<file path="src/rtl/mips_pkg.sv">
// Shared definitions for the memory-port arbiter and its watchdog.
package mips_pkg;

  localparam int ADDR_W_DEF = 32;
  localparam int DATA_W_DEF = 32;

  // Arbiter ownership of the single memory port.
  typedef enum logic [1:0] {
    ARB_IDLE   = 2'd0,
    ARB_BUSY_D = 2'd1,
    ARB_BUSY_I = 2'd2
  } arb_state_e;

endpackage

</file>
<file path="src/rtl/mem_access_watchdog.sv">
// Counts BUSY cycles without mem_ready and abandons an access that hangs.
module mem_access_watchdog #(
  parameter int TIMEOUT = 64
) (
  input  logic clk,
  input  logic reset,
  input  logic busy_i,
  input  logic ready_i,
  output logic expire_o,
  output logic timeout_err_o
);

  localparam int CNT_W = $clog2(TIMEOUT + 1);
  localparam logic [CNT_W-1:0] LAST = CNT_W'(TIMEOUT - 1);

  logic [CNT_W-1:0] cnt_q, cnt_d;
  logic             err_q;

  // Held at zero while idle, so every access starts from a clean count;
  // saturates at LAST so it can never wrap.
  always_comb begin
    cnt_d = cnt_q;
    if (!busy_i)                       cnt_d = '0;
    else if (!ready_i && cnt_q != LAST) cnt_d = cnt_q + 1'b1;
  end

  assign expire_o      = busy_i & ~ready_i & (cnt_q == LAST);
  assign timeout_err_o = err_q;

  // Counter register and sticky error flag.
  always_ff @(posedge clk or posedge reset) begin
    if (reset) begin
      cnt_q <= '0;
      err_q <= 1'b0;
    end else begin
      cnt_q <= cnt_d;
      if (expire_o) err_q <= 1'b1;
    end
  end

endmodule

</file>
<file path="src/rtl/mem_port_arbiter.sv">
// Shares one single-port memory between instruction fetch and the MEM stage.
// MEM (older instruction) wins ties; accesses are never pre-empted.
module mem_port_arbiter
  import mips_pkg::*;
#(
  parameter int ADDR_W  = ADDR_W_DEF,
  parameter int DATA_W  = DATA_W_DEF,
  parameter int TIMEOUT = 64
) (
  input  logic                clk,
  input  logic                reset,
  // IF stage
  input  logic                i_req,
  input  logic [ADDR_W-1:0]   i_addr,
  input  logic                i_flush,
  output logic                i_stall,
  output logic                i_done,
  output logic [DATA_W-1:0]   i_rdata,
  // MEM stage
  input  logic                d_req,
  input  logic                d_we,
  input  logic [DATA_W/8-1:0] d_be,
  input  logic [ADDR_W-1:0]   d_addr,
  input  logic [DATA_W-1:0]   d_wdata,
  output logic                d_stall,
  output logic                d_done,
  output logic [DATA_W-1:0]   d_rdata,
  // memory port
  output logic                mem_req,
  output logic                mem_we,
  output logic [DATA_W/8-1:0] mem_be,
  output logic [ADDR_W-1:0]   mem_addr,
  output logic [DATA_W-1:0]   mem_wdata,
  input  logic [DATA_W-1:0]   mem_rdata,
  input  logic                mem_ready,
  output logic                timeout_err
);

  localparam int BE_W = DATA_W / 8;

  arb_state_e        state_q;
  logic              kill_q;
  logic              mem_req_q, mem_we_q;
  logic [BE_W-1:0]   mem_be_q;
  logic [ADDR_W-1:0] mem_addr_q;
  logic [DATA_W-1:0] mem_wdata_q;
  logic              i_done_q, d_done_q;
  logic [DATA_W-1:0] i_rdata_q, d_rdata_q;

  logic busy, wd_expire, fetch_dead;

  assign busy = (state_q != ARB_IDLE);
  // A redirect arriving in the completing cycle also discards the fetch.
  assign fetch_dead = kill_q | i_flush;

  mem_access_watchdog #(.TIMEOUT(TIMEOUT)) u_wd (
    .clk          (clk),
    .reset        (reset),
    .busy_i       (busy),
    .ready_i      (mem_ready),
    .expire_o     (wd_expire),
    .timeout_err_o(timeout_err)
  );

  // Arbitration FSM with registered memory strobes and done/data returns.
  always_ff @(posedge clk or posedge reset) begin
    if (reset) begin
      state_q     <= ARB_IDLE;
      kill_q      <= 1'b0;
      mem_req_q   <= 1'b0;
      mem_we_q    <= 1'b0;
      mem_be_q    <= '0;
      mem_addr_q  <= '0;
      mem_wdata_q <= '0;
      i_done_q    <= 1'b0;
      d_done_q    <= 1'b0;
      i_rdata_q   <= '0;
      d_rdata_q   <= '0;
    end else begin
      i_done_q <= 1'b0;
      d_done_q <= 1'b0;
      case (state_q)
        ARB_IDLE: begin
          kill_q <= 1'b0;
          // done guards: the requester still holds req during its done cycle
          if (d_req && !d_done_q) begin
            state_q     <= ARB_BUSY_D;
            mem_req_q   <= 1'b1;
            mem_we_q    <= d_we;
            mem_be_q    <= d_be;
            mem_addr_q  <= d_addr;
            mem_wdata_q <= d_wdata;
          end else if (i_req && !i_done_q && !i_flush) begin
            state_q     <= ARB_BUSY_I;
            mem_req_q   <= 1'b1;
            mem_we_q    <= 1'b0;
            mem_be_q    <= '1;
            mem_addr_q  <= i_addr;
            mem_wdata_q <= '0;
          end
        end
        ARB_BUSY_D: begin
          if (mem_ready || wd_expire) begin
            state_q   <= ARB_IDLE;
            mem_req_q <= 1'b0;
            d_done_q  <= 1'b1;
            d_rdata_q <= mem_ready ? mem_rdata : '0;
          end
        end
        ARB_BUSY_I: begin
          if (i_flush) kill_q <= 1'b1;
          if (mem_ready || wd_expire) begin
            state_q   <= ARB_IDLE;
            mem_req_q <= 1'b0;
            kill_q    <= 1'b0;
            if (!fetch_dead) begin
              i_done_q  <= 1'b1;
              i_rdata_q <= mem_ready ? mem_rdata : '0;
            end
          end
        end
        default: begin
          state_q   <= ARB_IDLE;
          mem_req_q <= 1'b0;
        end
      endcase
    end
  end

  assign mem_req   = mem_req_q;
  assign mem_we    = mem_we_q;
  assign mem_be    = mem_be_q;
  assign mem_addr  = mem_addr_q;
  assign mem_wdata = mem_wdata_q;
  assign i_done    = i_done_q;
  assign d_done    = d_done_q;
  assign i_rdata   = i_rdata_q;
  assign d_rdata   = d_rdata_q;

  // Stalls drop the instant reset is asserted, so the pipeline is released
  // together with the abandoned access. A data access freezes fetch too.
  assign d_stall = ~reset & d_req & ~d_done_q;
  assign i_stall = ~reset & ((i_req & ~i_done_q) | d_stall | (state_q == ARB_BUSY_D));

endmodule
</file>
<file path="config.mk">
export PLATFORM = sky130hd
export DESIGN_NAME = mem_port_arbiter
export DESIGN_NICKNAME = d
export VERILOG_FILES = /design/src/rtl/mips_pkg.sv /design/src/rtl/mem_access_watchdog.sv /design/src/rtl/mem_port_arbiter.sv
export SDC_FILE = /design/constraint.sdc
export NUM_CORES = 1
export LEC_CHECK = 0
export ABC_CLOCK_PERIOD_IN_PS = 6230
export BUFFER_PORTS_ARGS = -buffer_cell sky130_fd_sc_hd__buf_2
export CAP_MARGIN = 20
export CORE_MARGIN = 2
export CORE_UTILIZATION = 49
export DETAILED_ROUTE_END_ITERATION = 10
export PLACE_DENSITY = 0.81
export SKIP_LAST_GASP = 1
export SLEW_MARGIN = 40
export SYNTH_ARGS = -nofsm -noshare
export SYNTH_HDL_FRONTEND = slang
export SYNTH_SLANG_ARGS = --single-unit
</file>
<file path="constraint.sdc">
create_clock -name clk -period 6.23 [get_ports clk]
set_clock_uncertainty 0.2 [all_clocks]
set_input_delay 0.623 -clock clk [delete_from_list [all_inputs] [get_ports clk]]
set_output_delay 0.623 -clock clk [all_outputs]
set_load 0.02 [all_outputs]
</file>
==> results <==
- Counting distinct cell types in the post-synthesis netlist gives 49.
- The total number of H-tree levels is 4.
- After detailed routing, the number of vias per cell comes to 5.19.
- Max-cap violations in this run came to 0.
- The DRC marker count from the first detailed-route iteration is 330.
- Of the total power, the share spent switching nets is 39.6%.
- For this design the ratio of total power to cell area is 512 nW/um2.
- Sorting the synthesized cells by area gives the leading types as sky130_fd_sc_hd__dfrtp_1, sky130_fd_sc_hd__mux2_4, sky130_fd_sc_hd__o21ai_0.
- The max-slew violation count is 0.
- The largest net degree at the start of global routing is 89.
- The die is 122 um wide.
- For this design the top-level I/O count stands at 278.
- The share of the clock period used by the worst path is 42.8%.
- Fill cells in the final layout number 1097.
- The detail route stage leaves a number of antenna-violating nets equal to 0.
- The effective utilization at floorplan is 49.6%.
- The final layout contains routed wiring with a total length of 16700 um.
- Counting every instance in the synthesized netlist gives 550.
- The number of setup violations in the final report is 0.
- The flow ran to the end, and the final reports show no timing, DRC or antenna violations.
- The most repeated cell in the gate-level netlist after synthesis is sky130_fd_sc_hd__dfrtp_1.
- The first detailed-routing pass took 4 iterations.
- For the worst setup path, the data required time is 5410 ps.
- The worst pin sits at a relative slew slack of 44.7%.
- Subtracting the final worst setup slack from the clock period gives 2670 ps.
- Once detailed placement completed, the half-perimeter wirelength came to 11600 um.
- The hold buffer count at CTS is 0.
- The count of port buffers added during placement is 277.
- The library cell with the largest summed area after synthesis is sky130_fd_sc_hd__dfrtp_1.
- The static leakage power is 4.66 nW.
- The number of nets in the layout is 958.
- The placeable core region is 13700 um2.
- After clock tree synthesis, the clock-pin slew on the worst setup and hold paths is 70 ps.
- The mean instance size in the synthesized netlist is 12.4 um2.
- Setup repair after global routing left no endpoint under its margin.
- In the routed design, unresolved DRC markers number 0.
- The post-synth net total is 693.
- The type of element capturing the critical path is a primary output.
- The number of hold violations in the final report was 0.
- The worst-skew pair later-pin latency is 410 ps.
- The height of the chip is 122 um.
- The post-synthesis async set-or-reset flop share is 100%.
- The number of gates resized after CTS was 0.
- The internal power is 2.72 mW.
- The placed instance count is 975.
- The area added between synthesis and finish is 29.1%.
- The CTS tree is done.
- Dividing the detail-routed wire length by the instance count gives 16.6 um.
- The row count is 43.
- The overall die area is 14900 um2.
- The final sum of negative setup slack is 0 ps.
- Of all nets on the critical path, the largest fanout is 35.
- The repair_antennas step left the layout with diodes totalling 0.
- The most used cell along the critical path is sky130_fd_sc_hd__a21oi_1.
- The highest attainable clock frequency is 375 MHz.
- Yosys mapped a number of flops with a built-in enable equal to 0.
- The all-layer global routing usage is 22.2%.
- The min-delay analysis places its worst path in the category input port to asynchronous set/reset pin.
- Buffers added to address setup during post-CTS repair amount to 0.
- After synthesis, the most frequently instantiated cells are sky130_fd_sc_hd__dfrtp_1, sky130_fd_sc_hd__inv_1, sky130_fd_sc_hd__o21ai_0, sky130_fd_sc_hd__mux2_4, sky130_fd_sc_hd__a22o_1.
- The combinational share of power is 43.8%.
- Per report_power, the clock group accounts for 22.0% of the total.
- Registers are responsible for 34.2% of the overall power.
- At the worst endpoint, the arrival time is 1840 ps.
- The master of the slowest instance on the critical path is sky130_fd_sc_hd__dfrtp_1.
- The slew at the pin with the worst max-slew slack is 830 ps.
- The tree is rooted in a sky130_fd_sc_hd__clkbuf_16.
- The finished cells cover 8790 um2.
- Detailed routing inserted a total of 5231 vias.
- For this run, the leading register cell type out of synthesis is sky130_fd_sc_hd__dfrtp_1.
- The standard cell area after detailed placement is 8190 um2.
- After the flow finishes, the layout carries non-filler instances totaling 1008.
- The via count of the first global-routing pass is 5073.
- The delay of the slowest cell on the worst path is 420 ps.
- The number of buffers added by the clock tree synthesis step is 17.
- The switching component of the power is 1.78 mW.
- In the final layout, the share of cells above drive strength 1 is 47.7%.
- The number of clock sinks seen by CTS is 147.
- The final weighted congestion of routability-driven global placement is 0.789.
- The netlist area before placement is 6810 um2.
- The first-pass GRT wire length is 25600 um.
- The synthesis warning total is 0.
- The number of register bits inferred by synthesis is 147.
- The initial antenna violation count was 0.
- In this run the deepest clock path goes through 2 buffers.
- Traced cell by cell, the critical path runs through inv_1 > ha_1 > buf_4 > a21oi_1 > a21oi_1 > buf_2.
- The kind of launch point of the worst setup path is a flip-flop.
- For this run, the register share of the synthesized area comes to 54.0%.
- The remaining global-route overflow is 0.
- The worst supply voltage drop on vdd is 0.000244 V.
- The category of the most critical setup path is flip-flop to primary output.
- The top cell type by area accounts for 54.0% of the synthesized area.
## metrics by stage
step	hold slack, ps	power (mW)	setup WS, ps	utilization (%)
2_1_floorplan	273	2.95	1460	-
3_3_place_gp	263	3.48	3490	59.7
3_5_place_dp	255	3.54	3540	59.7
4_1_cts	212	4.55	3520	64.0
5_1_grt	161	4.78	3440	64.1
6_report	111	4.50	3560	64.1
## power by group through the flow
stage	combinational (mW)	sequential [mW]	clock [mW]
2_1_floorplan	0.975	1.98	0
3_3_place_gp	1.94	1.54	0
3_5_place_dp	1.99	1.54	0
4_1_cts	1.99	1.54	1.02
5_1_grt	2.13	1.58	1.07
6_report	1.97	1.54	0.992
## worst max-delay path, delay by kind of cell, from the launching register on
family / cells / cell delay [ps]
flops: 1 / 420
fa+ha+maj: 1 / 150
buf+inv: 3 / 640
compound gates: 2 / 220
## cells in the final DEF (no fill, tap or decap), drive strengths merged, types with 2 or more instances in the layout
master / n
nand2b: 2
nor2b: 5
and3: 2
nor2: 5
ha: 4
dfrtp: 147
clkbuf: 17
inv: 80
mux2: 66
a21oi: 4
a22o: 33
a31oi: 3
and4b: 2
nand2: 6
and2: 2
a22oi: 32
o21ai: 68
o211ai: 4
nand3: 4
clkinv: 4
a211oi: 3
o22a: 4
a2bb2oi: 32
buf: 285
## sequential cells by signal (all words and copies together), names as in the netlist
signal	flops
d_rdata	32
i_rdata	32
mem_addr	32
mem_wdata	32
u_wd.cnt_q	7
mem_be	4
state_q	2
d_done	1
i_done	1
kill_q	1
mem_req	1
mem_we	1
u_wd.timeout_err_o	1
## path summary, 6_finish.rpt
path,endpoint,startpoint,depth (start not counted),slack (ps)
setup / recovery,i_stall,state_q[1],6,3560
hold / removal,d_rdata[4],reset,2,110
setup reg to reg,mem_addr[30],state_q[0],4,3850
hold reg to reg,u_wd.timeout_err_o,u_wd.timeout_err_o,1,270
max in group asynchronous,mem_wdata[6],reset,3,4550
min in group clk,mem_wdata[17],d_wdata[17],2,240
## area by class of cell
type	instances	area (um2)	share of cell area, %
sequential	147	3680	41.8
multi-input combinational	294	2580	29.4
timing repair buffer	285	1450	16.5
clock buffer	17	425	4.84
inverter	70	270	3.07
tap	180	225	2.56
clock inverter	15	161	1.84
## cell families (layout without fill, tap and decap cells)
| group | after synthesis | count (layout) | synth area share [%] |
|---|---|---|---|
| AOI/OAI and AO/OA | 187 | 187 | 20.0 |
| adders and majority gates | 4 | 4 | 0.735 |
| buffers and inverters | 109 | 387 | 8.21 |
| DFF | 147 | 147 | 54.0 |
| muxes | 67 | 67 | 13.6 |
| and+or+nand+nor | 36 | 36 | 3.42 |
## routing by layer
metal / up-vias / part of all wire, % / track usage, %
li1: 2503 / - / -
met1: 2523 / 42 / 29.1
met2: 191 / 49 / 36.1
met3: 14 / 7.5 / 6.60
met4: 0 / 1.0 / 5.96
met5: - / 0 / 0
No activity file was read; power rests on OpenSTA's default activity.
